===== src/rtl/data_memory_access.sv =====
// Load/store sequencer: issues one data-bus transaction per memory op,
// extracts and extends loads, and drives stall, misaligned and fault.
// Ports: clock/reset (async, active low); access* from EX/MEM; flush
// from hazard control; misaligned, stallControl, loadDataValid,
// loadData, accessFault to hazard/trap control; mem* data-memory bus.
// Optional DATA_MEMORY_TIMEOUT_EN: watchdog of TIMEOUT_CYCLES cycles.
module data_memory_access #(
    parameter int unsigned TIMEOUT_CYCLES = 255
) (
    input  logic        clock,
    input  logic        reset,
    input  logic        accessValid,
    input  logic        accessWrite,
    input  logic [1:0]  accessSize,
    input  logic        accessUnsigned,
    input  logic [31:0] accessAddress,
    input  logic [31:0] accessStoreData,
    input  logic        flush,
    output logic        misaligned,
    output logic        stallControl,
    output logic        loadDataValid,
    output logic [31:0] loadData,
    output logic        accessFault,
    output logic        memRequest,
    output logic        memWrite,
    output logic [31:0] memAddress,
    output logic [3:0]  memByteEnable,
    output logic [31:0] memWriteData,
    input  logic        memReady,
    input  logic        memResponseValid,
    input  logic [31:0] memReadData
);

    typedef enum logic [2:0] {
        IDLE, REQUEST, RESPONSE, DRAIN, DONE
    } state_t;

    state_t      state_q, state_d;
    logic [1:0]  offset_q, offset_d;
    logic [1:0]  size_q, size_d;
    logic        unsigned_q, unsigned_d;
    logic        write_q, write_d;
    logic [31:0] addr_q, addr_d;
    logic [3:0]  be_q, be_d;
    logic [31:0] wdata_q, wdata_d;
    logic [31:0] ldata_q, ldata_d;
    logic        ldv_q, ldv_d;
    logic        fault_q, fault_d;
    logic        start;
    logic        timeout;
    logic [31:0] shifted;
    logic [31:0] extracted;
    logic [3:0]  be_new;
    logic [31:0] wdata_new;

    always_comb begin
        misaligned = 1'b0;
        if (accessValid) begin
            unique case (accessSize)
                2'b00:   misaligned = 1'b0;
                2'b01:   misaligned = accessAddress[0];
                2'b10:   misaligned = |accessAddress[1:0];
                default: misaligned = 1'b1;
            endcase
        end
    end

    assign start = accessValid && !misaligned && !flush;

    // Gated by reset so the stall request is 0 while reset is held.
    assign stallControl = reset && ((state_q == IDLE && start)
                       || state_q == REQUEST
                       || state_q == RESPONSE
                       || state_q == DRAIN);

    // Combinational on flush: a request is withdrawn in a flush cycle.
    assign memRequest = (state_q == REQUEST) && !flush;

    always_comb begin
        be_new    = 4'b1111;
        wdata_new = accessStoreData;
        unique case (accessSize)
            2'b00: begin
                be_new    = 4'b0001 << accessAddress[1:0];
                wdata_new = {4{accessStoreData[7:0]}};
            end
            2'b01: begin
                be_new    = 4'b0011 << accessAddress[1:0];
                wdata_new = {2{accessStoreData[15:0]}};
            end
            default: begin
                be_new    = 4'b1111;
                wdata_new = accessStoreData;
            end
        endcase
    end

    assign shifted = memReadData >> {offset_q, 3'b000};

    always_comb begin
        extracted = shifted;
        unique case (size_q)
            2'b00: extracted = unsigned_q ? {24'd0, shifted[7:0]}
                             : {{24{shifted[7]}}, shifted[7:0]};
            2'b01: extracted = unsigned_q ? {16'd0, shifted[15:0]}
                             : {{16{shifted[15]}}, shifted[15:0]};
            default: extracted = shifted;
        endcase
    end

`ifdef DATA_MEMORY_TIMEOUT_EN
    localparam logic [7:0] LIMIT = 8'(TIMEOUT_CYCLES - 1);
    logic [7:0] count_q, count_d;

    assign timeout = (count_q == LIMIT);

    // Restart on every entry to a wait state, count while staying.
    always_comb begin
        count_d = 8'd0;
        if (state_d == REQUEST || state_d == RESPONSE
            || state_d == DRAIN) begin
            count_d = (state_d != state_q) ? 8'd0 : count_q + 8'd1;
        end
    end

    always_ff @(posedge clock or negedge reset) begin
        if (!reset) count_q <= 8'd0;
        else        count_q <= count_d;
    end
`else
    logic unused_timeout;
    assign unused_timeout = ^TIMEOUT_CYCLES;
    assign timeout = 1'b0;
`endif

    always_comb begin
        state_d    = state_q;
        offset_d   = offset_q;
        size_d     = size_q;
        unsigned_d = unsigned_q;
        write_d    = write_q;
        addr_d     = addr_q;
        be_d       = be_q;
        wdata_d    = wdata_q;
        ldata_d    = ldata_q;
        ldv_d      = 1'b0;
        fault_d    = 1'b0;
        unique case (state_q)
            IDLE: begin
                if (start) begin
                    state_d    = REQUEST;
                    offset_d   = accessAddress[1:0];
                    size_d     = accessSize;
                    unsigned_d = accessUnsigned;
                    write_d    = accessWrite;
                    addr_d     = {accessAddress[31:2], 2'b00};
                    be_d       = be_new;
                    wdata_d    = wdata_new;
                end
            end
            REQUEST: begin
                if (flush) begin
                    state_d = IDLE;
                end else if (memReady) begin
                    state_d = write_q ? DONE : RESPONSE;
                end else if (timeout) begin
                    state_d = IDLE;
                    fault_d = 1'b1;
                end
            end
            RESPONSE: begin
                if (flush) begin
                    state_d = memResponseValid ? IDLE : DRAIN;
                end else if (memResponseValid) begin
                    state_d = DONE;
                    ldata_d = extracted;
                    ldv_d   = 1'b1;
                end else if (timeout) begin
                    state_d = IDLE;
                    fault_d = 1'b1;
                end
            end
            DRAIN: begin
                if (memResponseValid) begin
                    state_d = IDLE;
                end else if (timeout) begin
                    state_d = IDLE;
                    fault_d = 1'b1;
                end
            end
            DONE: state_d = IDLE;
            default: state_d = IDLE;
        endcase
    end

    always_ff @(posedge clock or negedge reset) begin
        if (!reset) begin
            state_q    <= IDLE;
            offset_q   <= 2'd0;
            size_q     <= 2'd0;
            unsigned_q <= 1'b0;
            write_q    <= 1'b0;
            addr_q     <= 32'd0;
            be_q       <= 4'd0;
            wdata_q    <= 32'd0;
            ldata_q    <= 32'd0;
            ldv_q      <= 1'b0;
            fault_q    <= 1'b0;
        end else begin
            state_q    <= state_d;
            offset_q   <= offset_d;
            size_q     <= size_d;
            unsigned_q <= unsigned_d;
            write_q    <= write_d;
            addr_q     <= addr_d;
            be_q       <= be_d;
            wdata_q    <= wdata_d;
            ldata_q    <= ldata_d;
            ldv_q      <= ldv_d;
            fault_q    <= fault_d;
        end
    end

    assign memWrite      = write_q;
    assign memAddress    = addr_q;
    assign memByteEnable = be_q;
    assign memWriteData  = wdata_q;
    assign loadData      = ldata_q;
    assign loadDataValid = ldv_q;
    assign accessFault   = fault_q;

endmodule


===== config.mk =====
export PLATFORM = sky130hd
export DESIGN_NAME = data_memory_access
export DESIGN_NICKNAME = d
export VERILOG_FILES = /design/src/rtl/data_memory_access.sv
export SDC_FILE = /design/constraint.sdc
export NUM_CORES = 1
export LEC_CHECK = 0
export ABC_AREA = 0
export BUFFER_PORTS_ARGS = -buffer_cell sky130_fd_sc_hd__buf_4
export CAP_MARGIN = 10
export CELL_PAD_IN_SITES_DETAIL_PLACEMENT = 1
export CELL_PAD_IN_SITES_GLOBAL_PLACEMENT = 1
export CORE_ASPECT_RATIO = 1.1
export CORE_UTILIZATION = 39
export CTS_CLUSTER_SIZE = 14
export DETAILED_ROUTE_END_ITERATION = 7
export GPL_TIMING_DRIVEN = 0
export PLACE_DENSITY = 0.9
export SLEW_MARGIN = 10
export SYNTH_ARGS = -nofsm -noshare
export SYNTH_HDL_FRONTEND = slang
export SYNTH_SLANG_ARGS = --single-unit

===== constraint.sdc =====
create_clock -name clock -period 3.2 [get_ports clock]
set_clock_uncertainty 0.2 [all_clocks]
set_input_delay 0.64 -clock clock [delete_from_list [all_inputs] [get_ports clock]]
set_output_delay 0.64 -clock clock [all_outputs]
set_load 0.1 [all_outputs]

==> flow_summary_export.csv <==
group,metric,value,unit
clock_tree,clock_path_buffers,2,
drt,wl_per_cell,20.72,µm
sta,finalHoldViolations,0,
yosys,yosys.area_share.simple,0.1080,
sta,finalCriticalPeriod,2883,ps
worst_setup_path,r2r-start,"offset_q[0]",
clock_tree,clk_latency,350,ps
yosys,yosysWarnings,0,
clock_tree,clkTransAtPathRegs,80,ps
worst_setup_path,crit-reg2reg-capture,"loadData[5]",
drt,drtPass1Iterations,4,
sta,rsz0062_at_grt,"false",
drt,postRouteAntennaNets,0,
sta,finalWorstSetupSlack,317.1,ps
yosys,synthXorXnorAreaFrac,0,
clock_tree,cts_resized,0,
clock_tree,cts.sinks,108,
yosys,ys_seq_area_frac,0.5349,
place,port_buffers,207,
sta,hold_slack,217.0,ps
place,post-place-ws,309.5,ps
worst_setup_path,cp.arrival,2040,ps
finish,synthToLayoutAreaGrowth,41.41,%
floorplanning,fp.dieW,110.5,µm
global_route,grt-ovfl-total,0,
pwr,power_density,1146,nW/µm²
global_route,grt_use_total,0.2610,
drt,vias_per_cell,5.390,
worst_setup_path,worst-setup-path-type,"primary input to primary output",
drt,drc,0,
finish,multiInputGateArea,2128,µm²
floorplanning,boundaryPins,212,
yosys,synthFlopType,"dfrtp_1",
finish,nNetsFinal,775,
worst_setup_path,cp-end-kind,"primary output",
finish,fin_util,0.5651,
clock_tree,cts_root_buffer,"clkbuf_16",
finish,num_antenna_cells,0,
job,maxCapViolCount,0,
hold_path,hold_path.class,"primary input to async pin",
worst_setup_path,crit_required,2360,ps
drt,vias,4479,
clock_tree,post-cts-setup-buffers,0,
global_route,grt_max_degree,110,
yosys,avgSynthCellArea,11.25,µm²
floorplanning,die_area,13410,µm²
pwr,max-vdd-ir-drop,0.7079,mV
drt,drtIter0Drc,204,
yosys,syn_area,5052,µm²
worst_setup_path,cp_max_fo,109,
yosys,synthArstFlopShare,1.000,
yosys,ys_ff_latch,108,
finish,drive_above_1_share,0.4525,
yosys,synth_cell_type_count,39,
yosys,yosysTopAreaCellShare,0.5349,
yosys,synth_edf_count,0,
floorplanning,core_area,12640,µm²
global_route,grt_pass1_vias,4984,
floorplanning,initial_utilization,0.3996,
global_route,antenna_found_initial,0,
place,routabilityCongestion,0.9273,
clock_tree,cts_tree,"done",
sta,slew_headroom,0.2915,
clock_tree,cts_buffers,9,
yosys,synth_area_leaders,"dfrtp_1 53%, mux2_2 11%, mux2i_1 7.9%, nand2_1 4.1%, o21ai_0 2.9%",
worst_setup_path,cp-start-kind,"primary input",
finish,num-fill-cells,1343,
floorplanning,die_y,121.4,µm
clock_tree,hold_buffers,0,
global_route,grt_first_pass_wirelength,26700,µm
pwr,leakagePower,3.559,nW
drt,routed_wl,17220,µm
sta,slew_viol_final,0,
yosys,synth_top_family_by_area,"multiplexers",
sta,setup_violations,0,
yosys,synthCells,449,
yosys,yosysTopAreaCell,"dfrtp_1",
yosys,synth_fa_ha_area_frac,0,
floorplanning,std_cell_rows,43,
worst_setup_path,r2r_cells,6,
sta,worstMarginPinSlew,1059,ps
sta,clock.fmax,346.9,MHz
finish,seq_area,2703,µm²
yosys,synth-compound-area-share,0.1137,
sta,setup_tns,0,ps
yosys,muxShareOfSynthArea,0.1974,
run_status,run_status,"complete, no violations",
sta,fin_crit_sh,0.9009,
clock_tree,h-tree-depth,3,
worst_setup_path,r2r_setup_slack,820,ps
place,place.detailed.hpwl,12950,µm
-- sequential cells by signal, indices dropped and copies added, names as in the netlist --
name	count
loadData	32
loadDataValid	1
memAddress	30
memByteEnable	4
memWrite	1
memWriteData	32
offset_q	2
size_q	2
state_q	3
unsigned_q	1
-- layout make-up --
type | count | share of cell area
sequential | 108 | 0.3783
multi-input combinational | 303 | 0.2979
timing repair buffer | 207 | 0.2180
clock buffer | 9 | 0.03152
buffer | 35 | 0.02925
tap | 157 | 0.02750
clock inverter | 7 | 0.01471
inverter | 5 | 0.002802
-- worst max path at each step --
stage                      from            to  slack, ps  cells after the start
after floorplan           flush    memRequest        320                      3
after global placement    reset  stallControl         20                      3
after detailed placement  reset  stallControl        310                      3
after CTS                 reset  stallControl        300                      3
after global routing      reset  stallControl        140                      3
final                     reset  stallControl        320                      3
-- cell families (layout without fill, tap and decap cells) --
logic type,count (synthesis),count (layout)
other,1,3
DFF,108,108
AOI/OAI and AO/OA,85,85
buffers and inverters,40,263
muxes,92,92
and+or+nand+nor,123,123
-- cell usage after synthesis (2+ instances only) --
library cell and instances:
nand2b_1 2, mux2i_1 40, dfrtp_1 108, o2bb2ai_1 8, a211oi_1 8, inv_1 4
clkbuf_1 11, buf_4 9, buf_6 2, mux2_2 51, nor3_1 2, nand3_1 16
o311ai_0 5, o21ai_0 29, o311ai_4 2, buf_1 2, buf_2 10, nand2_1 55
nor2_1 30, a21oi_1 28, nor2b_1 9
-- cells in the final DEF, fill, tap and decap left out, types with 2 or more instances in the layout --
master,instances
buf_6,3
o21ai_0,29
o311ai_0,5
nand2_1,55
buf_2,10
buf_4,215
clkbuf_1,11
o2bb2ai_1,8
inv_1,4
inv_6,2
nor3_1,2
conb_1,3
mux2_2,51
a211oi_1,8
dfrtp_1,108
buf_1,2
nor2_1,30
nand3_1,16
clkbuf_16,9
nand2b_1,2
mux2i_1,40
bufinv_16,2
a21oi_1,28
o311ai_4,2
nor2b_1,9
-- per-stage QoR --
stage | instance area, µm² | total power [mW] | cells
after floorplan | 5060 | 5.784 | 451
after global placement | 6810 | 6.840 | 815
after detailed placement | 6814 | 6.958 | 815
after CTS | 7144 | 8.230 | 831
after global routing | 7144 | 8.446 | 831
final | 7144 | 8.187 | 831
-- per-layer routing --
metal / vias up / part of all wire / GRT usage
met1: 2207 / 0.37 / 0.2836
li1: 2012 / - / -
met5: - / 0 / 0
met4: 0 / 0.036 / 0.1267
met3: 44 / 0.078 / 0.08641
met2: 216 / 0.52 / 0.4581
-- critical path: stages --
cell,delay (ps)
buf_6,700
o311a_1,310
buf_4,290
-- report_power, final --
part | internal [mW] | total (mW) | switching (mW)
Clock | 0.699 | 1.24 | 0.541
Sequential | 1.79 | 2.07 | 0.274
Combinational | 1.03 | 4.88 | 3.85
Power figures use the tool's default switching activity.
